==> config.mk <==
export PLATFORM = sky130hd
export DESIGN_NAME = sm_result_fifo
export DESIGN_NICKNAME = d
export VERILOG_FILES = /design/src/rtl/sm_result_fifo.sv
export SDC_FILE = /design/constraint.sdc
export NUM_CORES = 1
export LEC_CHECK = 0
export CORE_MARGIN = 5
export CORE_UTILIZATION = 45
export CTS_CLUSTER_SIZE = 24
export DETAILED_ROUTE_END_ITERATION = 16
export PLACE_DENSITY = 0.7
export SLEW_MARGIN = 20
export SYNTH_ARGS = -nofsm -noshare
export SYNTH_HDL_FRONTEND = slang
export SYNTH_SLANG_ARGS = --single-unit
==> constraint.sdc <==
create_clock -name clk -period 2.3 [get_ports clk]
set_clock_uncertainty 0.05 [all_clocks]
set_input_delay 0.46 -clock clk [delete_from_list [all_inputs] [get_ports clk]]
set_output_delay 0.46 -clock clk [all_outputs]
set_load 0.02 [all_outputs]
==> src/rtl/sm_result_fifo.sv <==
// sm_result_fifo
//   Result buffer behind the 3-beat sum state machine. Captures each sum on its
//   one-cycle i_dval pulse, holds up to DEPTH entries and hands them to a
//   consumer over a valid/ready handshake. The producer cannot be stalled, so a
//   sample arriving while full (and not popping) is dropped and flagged.
//
// Ports
//   clk     in   clock, all state on posedge
//   rst     in   synchronous active-low reset
//   i_dval  in   producer sum valid (1-cycle pulse)
//   i       in   producer sum [DW-1:0]
//   i_rdy   in   consumer ready
//   o_dval  out  head entry valid (FIFO non-empty)
//   o       out  head entry data [DW-1:0]
//   o_cnt   out  occupancy 0..DEPTH [AW:0]
//   o_full  out  o_cnt == DEPTH
//   o_ovf   out  sticky overflow flag
//   o_drop  out  saturating drop count [7:0] (only with SM_RESULT_FIFO_DROPCNT_EN)
//
// Configuration
//   SM_RESULT_FIFO_DROPCNT_EN  when defined, adds o_drop and derives o_ovf from it.

module sm_result_fifo #(
   parameter int unsigned DW    = 7,
   parameter int unsigned DEPTH = 4,
   parameter int unsigned AW    = $clog2(DEPTH)
) (
   input  logic          clk,
   input  logic          rst,
   input  logic          i_dval,
   input  logic [DW-1:0] i,
   input  logic          i_rdy,
   output logic          o_dval,
   output logic [DW-1:0] o,
   output logic [AW:0]   o_cnt,
   output logic          o_full,
`ifdef SM_RESULT_FIFO_DROPCNT_EN
   output logic [7:0]    o_drop,
`endif
   output logic          o_ovf
);

   localparam logic [AW:0]   CntFull = (AW+1)'(DEPTH);
   localparam logic [AW:0]   CntOne  = (AW+1)'(1);
   localparam logic [AW-1:0] PtrOne  = AW'(1);

   logic [DW-1:0] mem_q [DEPTH];
   logic [DW-1:0] mem_d [DEPTH];
   logic [AW-1:0] wr_ptr_q, wr_ptr_d;
   logic [AW-1:0] rd_ptr_q, rd_ptr_d;
   logic [AW:0]   cnt_q, cnt_d;
   logic          pop, push, drop;

   // Status comes from registered state only; no comb path from i_dval/i_rdy.
   assign o_dval = (cnt_q != '0);
   assign o_full = (cnt_q == CntFull);
   assign o_cnt  = cnt_q;
   assign o      = mem_q[rd_ptr_q];

   assign pop  = o_dval & i_rdy;
   // A pop frees the slot this cycle, so full + pop still accepts the push.
   assign push = i_dval & (~o_full | pop);
   assign drop = i_dval & o_full & ~pop;

   always_comb begin
      mem_d    = mem_q;
      wr_ptr_d = wr_ptr_q;
      rd_ptr_d = rd_ptr_q;
      cnt_d    = cnt_q;
      if (push) begin
         mem_d[wr_ptr_q] = i;
         wr_ptr_d        = wr_ptr_q + PtrOne;
      end
      if (pop) begin
         rd_ptr_d = rd_ptr_q + PtrOne;
      end
      if (push && !pop) begin
         cnt_d = cnt_q + CntOne;
      end else if (pop && !push) begin
         cnt_d = cnt_q - CntOne;
      end
   end

   // Storage needs no reset; entries are only visible through cnt_q.
   always_ff @(posedge clk) begin
      mem_q <= mem_d;
   end

   always_ff @(posedge clk) begin
      if (!rst) begin
         wr_ptr_q <= '0;
         rd_ptr_q <= '0;
         cnt_q    <= '0;
      end else begin
         wr_ptr_q <= wr_ptr_d;
         rd_ptr_q <= rd_ptr_d;
         cnt_q    <= cnt_d;
      end
   end

`ifdef SM_RESULT_FIFO_DROPCNT_EN
   logic [7:0] drop_q, drop_d;

   always_comb begin
      drop_d = drop_q;
      if (drop && (drop_q != 8'hff)) begin
         drop_d = drop_q + 8'd1;
      end
   end

   always_ff @(posedge clk) begin
      if (!rst) begin
         drop_q <= '0;
      end else begin
         drop_q <= drop_d;
      end
   end

   assign o_drop = drop_q;
   assign o_ovf  = (drop_q != '0);
`else
   logic ovf_q, ovf_d;

   always_comb begin
      ovf_d = ovf_q | drop;
   end

   always_ff @(posedge clk) begin
      if (!rst) begin
         ovf_q <= 1'b0;
      end else begin
         ovf_q <= ovf_d;
      end
   end

   assign o_ovf = ovf_q;
`endif

endmodule

**After elaboration in Yosys (flattened, before gate mapping)**

Cells that the tools add are included.
Widths: inputs -> output; s select.

- Bits in registers: 36
- Logic and storage cells: 41
- Input port bits: 11

- Reduce and logical (&&, ||, !) cells: 7
- Mux-type cells: 8
- Order comparisons: 3
- Bitwise operators: 10
- Add/sub/neg operators: 4
- Equal/unequal tests: 1

Operators with widths:

| kind | number |
|---|---|
| $bwmux 28 | 1 |
| $mux 7 | 3 |
| $bmux 7 s2 | 1 |
| $demux 7 s2 | 1 |
| $ge 3x3->1 const B | 2 |
| $mux 3 | 2 |
| $not 2->3 | 2 |
| $add 2x1->2 const B | 2 |
| $and 1x1->1 | 4 |
| $add 3x1->3 const B | 1 |
| $eq 3x3->1 const B | 1 |
| $logic_and 1x1->1 | 3 |
| $lt 3x1->1 const B | 1 |
| $reduce_bool 3->1 | 1 |
| $sub 3x1->3 const B | 1 |
| $logic_not 1->1 | 2 |
| $not 1->1 | 2 |
| $or 1x1->1 | 2 |
| $reduce_bool 2->1 | 1 |

**Longest topological paths before layout**

- Depth after elaboration: 8
- Depth in mapped cells: 9

**Worst setup path before layout**

OpenSTA, ideal clock, no wires.

- Kind: reg-to-reg
- Start point: register cnt_q[0], in the netlist o_cnt[0]
- End point: register cnt_q[2], in the netlist o_cnt[2]
- Arrival: 2157 ps
- Slack: 17 ps
- Path buffers: 1
- Stages on the path, launching flop included: 10
- Library setup time: 76 ps
- Cell sequence: dfxtp_1 > nor4b_4 > nor2b_1 > buf_6 > ha_1 > inv_1 > fa_1 > xor2_1 > or3_1 > a21boi_0

- Longest elaborated chain between the ends: 7
- Elaborated cells on any way between the ends: 15
- Those cells by class: add/sub: 2; eq/ne: 1; mux: 2; bitwise: 4; reduce/logical: 6

RTL lines:

| element | RTL line | text |
|---|---|---|
| start: declaration | 51 | `logic [AW:0] cnt_q, cnt_d;` |
| start signal: assignment | 97 | `cnt_q <= cnt_d;` |
| $reduce_bool 3->1 or $eq 3x3->1 (tied branches) | 55, 56 |  |
| $and 1x1->1 or $not 1->1 (tied branches) | 60, 62 |  |
| $or 1x1->1 * | 62 | `assign push = i_dval & (~o_full \| pop);` |
| $and 1x1->1 * | 62 |  |
| named net push | 52 | `logic pop, push, drop;` |
| $logic_not 1->1 | 79 | `end else if (pop && !push) begin` |
| $logic_and 1x1->1 | 79 |  |
| $reduce_bool 2->1 (no line) | -- |  |

Mark *: on every way through the listed nets, which the timed path passes. The rest lies on a longest branch. The select of a mux whose other input is x is not followed.
A chain may end at the register's enable or synchronous reset.

**Worst setup path after layout**

- Start point: register rd_ptr_q[0]
- End point: output o[0]

- Longest elaborated chain between the ends: 4

RTL lines:

| element | RTL line | text |
|---|---|---|
| start: declaration | 50 | `logic [AW-1:0] rd_ptr_q, rd_ptr_d;` |
| start signal: assignment | 96 | `rd_ptr_q <= rd_ptr_d;` |
| $not 2->3 (not written as such) | 58 | `assign o = mem_q[rd_ptr_q];` |
| $bmux 7 s2 | 58 |  |
| $mux 7 (not written as such) (2 in a row) | 58 |  |
| end: declaration | 34 | `output logic [DW-1:0] o,` |

No other way between the ends. The select of a mux whose other input is x is not followed.

==> impl_metrics.yaml <==
power:
  switching_share_pct: 30.8
  power_frac_clock_pct: 20.1
  power.internal_mw: 1.43
  ir_drop_uv: 526
  p_seq_share_pct: 41.7
  power.switching_mw: 0.638
  p_comb_share_pct: 38.1
  p_leak_nw: 0.715
  p_per_area_mw_per_mm2: 1070
finish:
  area_growth_pct: 28.2
  nets: 139
  drive_above_1_share_pct: 22.8
  final-seq-area_mm2: 0.00100
  antenna_cells: 0
  final_core_util_pct: 58.9
  multi_input_area_um2: 475
  final_area_mm2: 0.00193
  fillers: 272
cts:
  cts_tree: "done"
  h-tree-depth: 2
  cts_buffer_depth: 2
  root_buffer: "clkbuf_4"
  post_cts_buffers: 0
  cts_buffers: 5
  clock-sinks: 36
  ctsHoldBuffers: 0
  clock_latency_ns: 0.33
  path_clk_slew_ns: 0.10
route:
  postRouteAntennaNets: 0
  drc: 0
  wire_per_inst_um: 14.6
  firstDrtPassIters: 2
  wirelength_um: 2460
  vias: 812
  drt_iter0_markers: 39
  via_per_inst: 4.80
setup_path:
  end_kind: "output port"
  critical-path-top-delay-family: "multiplexers"
  start_kind: "register"
  critPathLaunch: "rd_ptr_q[0]"
  cp_slowest_cell: "mux4_2"
  ff2ff_path_depth: 7
  cp.buffers_inverters: 2
  worstPathMaxFanout: 9
  criticalPathCategory: "reg2out"
  crit_path_cell_trace: "buf_12 -> mux4_2 -> dlygate4sd2_1"
  cp_data_required_time_ns: 1.79
  crit_arrival_ns: 1.69
  cp_num_cells: 3
  cp-endpoint: "o[0]"
  r2r_end: "o_cnt[2]"
  max_stage_delay_ns: 0.50
  r2r_slack_ns: 0.17
  reg2reg_from: "o_cnt[2]"
placement:
  dp_hpwl_um: 1830
  place_area_mm2: 0.00186
  gp_congestion: 0.765
  placement.io_buffers: 23
  place_ws_ns: -0.340
timing:
  worst_pin_slew_ns: 0.394
  rsz0062_at_grt: "false"
  maxSlewViolCount: 0
  period_needed_ns: 2.20
  fin_ws_ns: 0.0995
  relSlewSlack_pct: 73.7
  setup_viol: 0
  fmaxAchievable_ghz: 0.454
  post-route-period-util_pct: 95.7
  hold_viol: 0
yosys:
  synth.top_cells.by_area: "edfxtp_1 (56%), dfxtp_1 (11%), mux4_2 (10%)"
  async_flop_share_pct: 0
  synth_top_area_share_pct: 55.7
  synth.distinct_cells: 23
  seq_area_frac_synth_pct: 66.3
  synth_warnings: 0
  synth_nets: 103
  synth-edff-count: 28
  yosysMostFrequentCell: "edfxtp_1"
  synth_area_leader_cell: "edfxtp_1"
  ys.flop_type: "edfxtp_1"
  synth.cell_area_mm2: 0.00151
  syn_inst: 86
  syn-mean-instance-area_um2: 17.5
  netlist_top_cells_count: "edfxtp_1 (28), dfxtp_1 (8), and2_1 (7), mux4_2 (7), ha_1 (5)"
  yosys_register_bits: 36
hold_path:
  hp-start: "wr_ptr_q[1]"
  whs_path_depth: 2
  min_path_type: "reg2reg"
die:
  rows: 21
  initial_core_util_pct: 45.9
  core_mm2: 0.00328
  die_x_um: 67.9
  die_h_um: 67.9
  die_area_mm2: 0.00461
  boundaryPins: 24
global_routing:
  grt_overflow: 0
  grt_pass1_vias: 861
  antenna_found_initial: 0
  grt_use_total_pct: 12.7
  grt_pass1_wl_um: 4020
  grt_max_degree: 12
run:
  drv_cap: 0
status:
  status: "finished clean"
==> cells by family (layout without fill, tap and decap cells) <==
kind of cell	after synthesis	after routing	share of synthesized area, %
AO/OA/AOI/OAI	5	5	3.07
XOR/XNOR	4	4	2.32
adder cells (fa/ha/maj)	6	6	5.47
buffers and inverters	7	44	2.32
flip-flops	36	36	66.3
multiplexers	10	10	12.4
AND/OR/NAND/NOR	18	18	8.04
==> power by group through the flow <==
stage | Sequential, mW | Clock [mW] | Combinational, mW
6_report | 0.864 | 0.417 | 0.790
5_1_grt | 0.875 | 0.474 | 0.850
4_1_cts | 0.866 | 0.434 | 0.803
3_5_place_dp | 0.882 | 0 | 0.847
3_3_place_gp | 0.874 | 0 | 0.838
2_1_floorplan | 0.897 | 0 | 0.450
==> placed cells by master (no fill, tap or decap), types with 2 or more instances in the layout <==
cell type,count
edfxtp_1,28
clkdlybuf4s50_1,13
buf_4,9
dfxtp_1,8
dlygate4sd2_1,8
and2_1,7
mux4_2,7
ha_1,5
clkbuf_4,5
nand2_1,4
inv_1,3
mux2i_1,3
xnor2_1,3
or3_1,2
nor2b_1,2
dlymetal6s2s_1,2
==> layer usage <==
metal,track usage (%),vias to the layer above,share of wire [%]
li1,-,393,-
met1,14.5,397,43
met2,20.2,17,49
met3,5.91,5,5.3
met4,5.96,0,1.9
met5,0,-,0
==> sequential cells by signal, indices dropped and copies added, names as in the netlist <==
name      cells
mem_q        28
wr_ptr_q      2
rd_ptr_q      2
o_cnt         3
o_ovf         1
==> worst min-delay path: cells and delay by family, from the launching register on <==
kind | cells | cell delay (ns)
simple gates | 1 | 0.07
mux | 1 | 0.05
flops | 1 | 0.35
==> through the flow <==
stage / hold slack (ns) / power [mW] / instances / TNS, ns
finish: 0.459 / 2.07 / 169 / 0
global route: 0.505 / 2.20 / 169 / 0
CTS: 0.467 / 2.10 / 169 / 0
detailed placement: 0.441 / 1.73 / 161 / -0.404
global placement: 0.429 / 1.71 / 161 / -0.205
floorplan: 0.418 / 1.35 / 86 / 0
==> worst min path at each step <==
stage                        to  slack (ns)
detailed placement        o_ovf        0.44
finish              wr_ptr_q[1]        0.46
CTS                 wr_ptr_q[1]        0.47
floorplan           wr_ptr_q[1]        0.42
global placement    wr_ptr_q[1]        0.43
global route        wr_ptr_q[1]        0.51
==> repair_timing <==
item                       CTS  global route
gates cloned                 0             0
resized for setup            8             3
setup endpoints to repair    8             2
==> layout make-up <==
| cell class | instances | share of cell area (%) |
|---|---|---|
| tap | 46 | 2.98 |
| timing repair buffer | 33 | 16.2 |
| sequential | 36 | 51.7 |
| inverter | 3 | 0.582 |
| clock inverter | 2 | 1.81 |
| clock buffer | 6 | 2.13 |
| multi-input combinational | 43 | 24.6 |
No activity file was read; power rests on OpenSTA's default activity.
